--- src/rtl/program_counter.sv ---
// Hack-platform program counter: one DFF per bit plus clear/jump/increment/hold next-state logic.
// Optional trace outputs (prev_out, changed) are built when PC_TRACE_EN is defined.

module program_counter_dff_bit #(
    parameter logic RESET_BIT = 1'b0
) (
    input  logic clk,
    input  logic rst_n,
    input  logic d,
    output logic q
);

    always_ff @(posedge clk or negedge rst_n) begin
        if (!rst_n) begin
            q <= RESET_BIT;
        end else begin
            q <= d;
        end
    end

endmodule

module program_counter #(
    parameter int unsigned       WIDTH        = 16,
    parameter logic [WIDTH-1:0]  RESET_VECTOR = '0
) (
    input  logic             clk,
    input  logic             rst_n,
    input  logic [WIDTH-1:0] in,
    input  logic             load,
    input  logic             inc,
    input  logic             sreset,
    input  logic             halt,
    output logic [WIDTH-1:0] out,
    output logic             wrapped
`ifdef PC_TRACE_EN
    ,
    output logic [WIDTH-1:0] prev_out,
    output logic             changed
`endif
);

    logic [WIDTH-1:0] pc_next;
    logic             wrap_next;

    always_comb begin
        pc_next   = out;
        wrap_next = 1'b0;
        if (sreset) begin
            pc_next = RESET_VECTOR;
        end else if (halt) begin
            pc_next = out;
        end else if (load) begin
            pc_next = in;
        end else if (inc) begin
            pc_next   = out + WIDTH'(1);
            wrap_next = &out;
        end
    end

    for (genvar i = 0; i < WIDTH; i++) begin : g_bit
        program_counter_dff_bit #(
            .RESET_BIT(RESET_VECTOR[i])
        ) u_dff (
            .clk  (clk),
            .rst_n(rst_n),
            .d    (pc_next[i]),
            .q    (out[i])
        );
    end

    always_ff @(posedge clk or negedge rst_n) begin
        if (!rst_n) begin
            wrapped <= 1'b0;
        end else begin
            wrapped <= wrap_next;
        end
    end

`ifdef PC_TRACE_EN
    // prev_out only captures the old value on edges that actually move out.
    always_ff @(posedge clk or negedge rst_n) begin
        if (!rst_n) begin
            prev_out <= RESET_VECTOR;
            changed  <= 1'b0;
        end else begin
            changed <= (pc_next != out);
            if (pc_next != out) begin
                prev_out <= out;
            end
        end
    end
`endif

endmodule

--- config.mk ---
export PLATFORM = sky130hd
export DESIGN_NAME = program_counter
export DESIGN_NICKNAME = d
export VERILOG_FILES = /design/src/rtl/program_counter.sv
export SDC_FILE = /design/constraint.sdc
export NUM_CORES = 1
export LEC_CHECK = 0
export BUFFER_PORTS_ARGS = -buffer_cell sky130_fd_sc_hd__clkbuf_2
export CORE_MARGIN = 3
export CORE_UTILIZATION = 50
export CTS_CLUSTER_SIZE = 16
export DETAILED_ROUTE_END_ITERATION = 12
export GPL_TIMING_DRIVEN = 0
export HOLD_SLACK_MARGIN = 0.12
export PLACE_DENSITY = 0.77
export SYNTH_ARGS = -nofsm -noshare
export SYNTH_HDL_FRONTEND = slang
export SYNTH_SLANG_ARGS = --single-unit
--- constraint.sdc ---
create_clock -name clk -period 2.1 [get_ports clk]
set_input_delay 0.105 -clock clk [delete_from_list [all_inputs] [get_ports clk]]
set_output_delay 0.105 -clock clk [all_outputs]
set_load 0.005 [all_outputs]
* Word-level counts from Yosys, hierarchy flattened
Cells that the tools add are included.
Operators by class: add/subtract/negate cells 1, reduce and logical (&&, ||, !) cells 3, mux-type cells 8, equal/unequal tests 1
Operators by type and width (number):
- 16-bit 2-to-1 mux | 4
- 16-bit by 1-bit adder with 16-bit output (second input constant) | 1
- 16-bit AND reduction | 1
- 1-bit 2-to-1 mux | 4
- 3-bit nonzero test | 1
- 2-bit != test (second input constant) | 1
- 2-bit AND reduction | 1
Storage, ports and cells: bits of input ports 22, flip-flop bits (word level) 17

* Longest topological paths before layout
word-level depth 5, gate-level depth with buffers 7, depth with buffers taken out 5

* By module
From an unflattened synthesis, not the netlist that was laid out.
Unflattened totals: cell total of the unflattened synthesis 145, area total of the unflattened synthesis 1188.6 µm²
Modules (own cells, without submodules):
- program_counter | times used 1, cells an instance 129, area each 788.3 µm²
- program_counter_dff_bit | times used 16, cells an instance 1, area each 25.0 µm²

* Worst setup path before layout
Ideal clock, no wire load.
kind register to register, start register g_bit[0].u_dff.q, end register wrapped, slack 0.511 ns, arrival time 1.509 ns, library setup time 0.080 ns, buffers on the path 1, period minus slack after synthesis 1.589 ns, cell stages (with the launch flop) 7, cells stage by stage dfrtp_1 -> ha_1 -> and3_1 -> buf_2 -> nand2_2 -> or3_1 -> nor3_2
Between the ends: word-level cells in the longest chain between the ends 5
Ends and longest elaborated chain:
- start, declared | RTL line 10 | output logic q
- start signal, assigned | RTL line 15 | q <= RESET_BIT;
- start signal, assigned | RTL line 17 | q <= d;
- 16-bit AND reduction | RTL line 57 | wrap_next = &out;
- 1-bit 2-to-1 mux | RTL line 55 | end else if (inc) begin
- 1-bit 2-to-1 mux | RTL line 53 | end else if (load) begin
- 1-bit 2-to-1 mux | RTL line 51 | end else if (halt) begin
- 1-bit 2-to-1 mux | RTL line 49 | if (sreset) begin
- net wrap_next | RTL line 44 | logic wrap_next;
- end signal, assigned | RTL line 76 | wrapped <= wrap_next;
- end, declared | RTL line 35 | output logic wrapped
The timed path passes the listed nets, and every way through them passes these cells. A chain may end at the register's enable or synchronous reset.

* Worst setup path in the final report
Same ends and word-level chain as after synthesis.

==> flow_summary_export.csv <==
group,metric,value,unit
status,status,"finished, final reports clean",
timing,rsz0062_at_grt,"no",
final_layout,area_growth,29.4,%
yosys,yosys-top-cells-area,"dfrtp_1 (32%), buf_4 (9.7%), o21ai_1 (6.1%)",
setup_path,end_kind,"register",
setup_path,crit_slowest_cell,"dfrtp_1",
yosys,synth_cell_type_count,41,
placement,io_buffers,37,
floorplanning,dieHeight,57.3,um
global_routing,grt-ovfl-total,0,
floorplanning,io_pins,39,
global_routing,grt_pass1_wl,6110,um
global_routing,antenna_found_initial,0,
floorplanning,core_region_area,0.00234,sq mm
power_and_ir_drop,p_leak,0.000772,uW
timing,clock_skew,5.75,ps
setup_path,worstPathRequired,2320,ps
timing,fin_crit,1830,ps
timing,slew_violations,0,
drt,final_antenna_net_count,0,
drt,vias,1407,
clocking,clkSinkCount,17,
global_routing,grt_max_degree,18,
global_routing,grt_pass1_vias,1322,
floorplanning,die-area,0.00328,sq mm
clocking,worst_skew_pair.late_latency,290,ps
drt,first_pass_iters,4,
placement,gp_congestion,0.832,
clocking,cts_tree,"done",
clocking,cts_max_level,1,
clocking,cts_hold_buf,14,
yosys,synth_nets,175,
clocking,cts-resized-gates,0,
setup_path,arrival,2050,ps
setup_path,startpoint_type,"register",
clocking,ctsRootBufferMaster,"clkbuf_4",
yosys,yosysWarnings,0,
timing,period_share,87.3,%
final_layout,antenna_cells,0,
power_and_ir_drop,cellPowerDensity,422,mW/mm^2
yosys,yosysTopAreaCell,"dfrtp_1",
setup_path,cp_cell_sequence,"ha_1 -> and3_1 -> buf_2 -> nand2_2 -> or3_1 -> nor3_2",
drt,drt_iter0_markers,82,
drt,viasPerCell,5.99,
power_and_ir_drop,vdd_drop_max,0.000306,V
setup_path,critPathMaxFanout,7,
timing,worst_pin_slew,538,ps
yosys,synthArstFlopShare,100,%
yosys,synth_seq_area_share,32.4,%
timing,fin_tns_setup,0,ps
floorplanning,row_count,17,
clocking,path_clk_slew,110,ps
yosys,synth_top_area_share,32.4,%
yosys,synth.avg_cell_area,8.64,sq um
clocking,clk_path_buf_depth,2,
timing,hold_violations,0,
yosys,synth_flop_cell,"dfrtp_1",
yosys,syn_inst,152,
setup_path,crit_type,"reg2reg",
timing,fmax,0.546,GHz
timing,setup_viol,0,
drt,wl,3560,um
global_routing,grt_use_total,23.3,%
yosys,synth_edf_count,0,
placement,hpwl,2470,um
drt,drc_errors,0,
yosys,netlist_area,0.00131,sq mm
final_layout,utilization,72.7,%
run,maxCapViolCount,0,
setup_path,max_stage_delay,460,ps
yosys,synth_common_cells,"buf_4 (17), dfrtp_1 (17), o21ai_1 (16), nand2_1 (11), nor2_1 (9)",
floorplanning,fp.dieW,57.3,um
floorplanning,start_util,56.1,%
clocking,cts_setup_buffers,0,
clocking,cts_buffers,3,
final_layout,finalNetCount,231,
timing,slew_headroom,64.1,%
hold_path,hold_class,"in2reg",
drt,wire_per_inst,15.2,um
yosys,synth-seq-cells,17,
final_layout,layout-drive-gt1-share,36.7,%
==> kinds of logic (layout without fill, tap and decap cells) <==
kind of cell	Yosys count	after routing	synth area share [%]
muxes	3	3	2.38
adders and majority gates	1	1	0.952
DFF	17	17	32.4
and+or+nand+nor	51	51	21.4
AOI/OAI and AO/OA	48	48	26.5
buffers and inverters	31	86	15.7
xor gates and xnor gates	1	1	0.667
==> per-layer routing <==
layer / up-vias / wire length (um) / GRT usage [%]
li1: 661 / - / -
met1: 653 / 1460 / 32.6
met2: 85 / 1760 / 37.8
met3: 8 / 285 / 2.71
met4: 0 / 66 / 7.28
met5: - / 0 / 0
==> sequential cells by signal, summed over array words and instances (netlist names) <==
register	cells
wrapped	1
g_bit.u_dff.q	16
==> through the flow <==
step / area (sq um) / hold slack, ps / total power (uW) / worst slack (ps) / std cells
2_1_floorplan: 1310 / -191 / 456 / 511 / 152
3_3_place_gp: 1530 / 69.3 / 512 / 379 / 217
3_5_place_dp: 1530 / 66.9 / 517 / 306 / 217
4_1_cts: 1700 / 143 / 717 / 284 / 235
5_1_grt: 1700 / 177 / 759 / 151 / 235
6_report: 1700 / 143 / 718 / 267 / 235
==> layout make-up <==
cell class | instances | area, sq um
buffer | 27 | 191
clock buffer | 4 | 26.3
fill | 191 | 639
inverter | 4 | 15.0
multi-input combinational | 104 | 682
sequential | 17 | 425
tap | 28 | 35.0
timing repair buffer | 51 | 325
==> cells in the final DEF (no fill, tap or decap), drive strengths merged, types with 2 or more instances in the layout <==
| cell type | instances |
|---|---|
| a21oi | 10 |
| a22oi | 3 |
| a31oi | 3 |
| a41oi | 3 |
| and4 | 4 |
| buf | 23 |
| clkbuf | 45 |
| dfrtp | 17 |
| dlygate4sd3 | 14 |
| inv | 4 |
| mux2i | 2 |
| nand2 | 12 |
| nand3 | 5 |
| nand4 | 6 |
| nor2 | 9 |
| nor3 | 3 |
| nor4 | 5 |
| o21ai | 21 |
| o311ai | 3 |
==> critical path, delay by kind of cell (launching register included) <==
kind / cells / cell delay [ps]
fa+ha+maj: 1 / 240
simple gates: 4 / 850
buf+inv: 1 / 210
flops: 1 / 460
==> worst paths after layout <==
check	to	depth (start not counted)	startpoint	slack, ps
worst max-delay path	wrapped$_DFF_PN0_	6	g_bit[0].u_dff.q$_DFFE_PN0P_	270
worst min-delay path	g_bit[10].u_dff.q$_DFFE_PN0P_	3	load	140
worst max register to register	wrapped$_DFF_PN0_	6	g_bit[0].u_dff.q$_DFFE_PN0P_	270
worst min register to register	g_bit[7].u_dff.q$_DFFE_PN0P_	1	g_bit[7].u_dff.q$_DFFE_PN0P_	570
max in group asynchronous	g_bit[1].u_dff.q$_DFFE_PN0P_	2	rst_n	1520
min in group asynchronous	g_bit[13].u_dff.q$_DFFE_PN0P_	2	rst_n	270
==> where the power goes <==
group	internal [uW]	switching (uW)
registers	342	25.6
logic	89.8	76.1
clock network	73.9	110
Power figures use the tool's default switching activity.
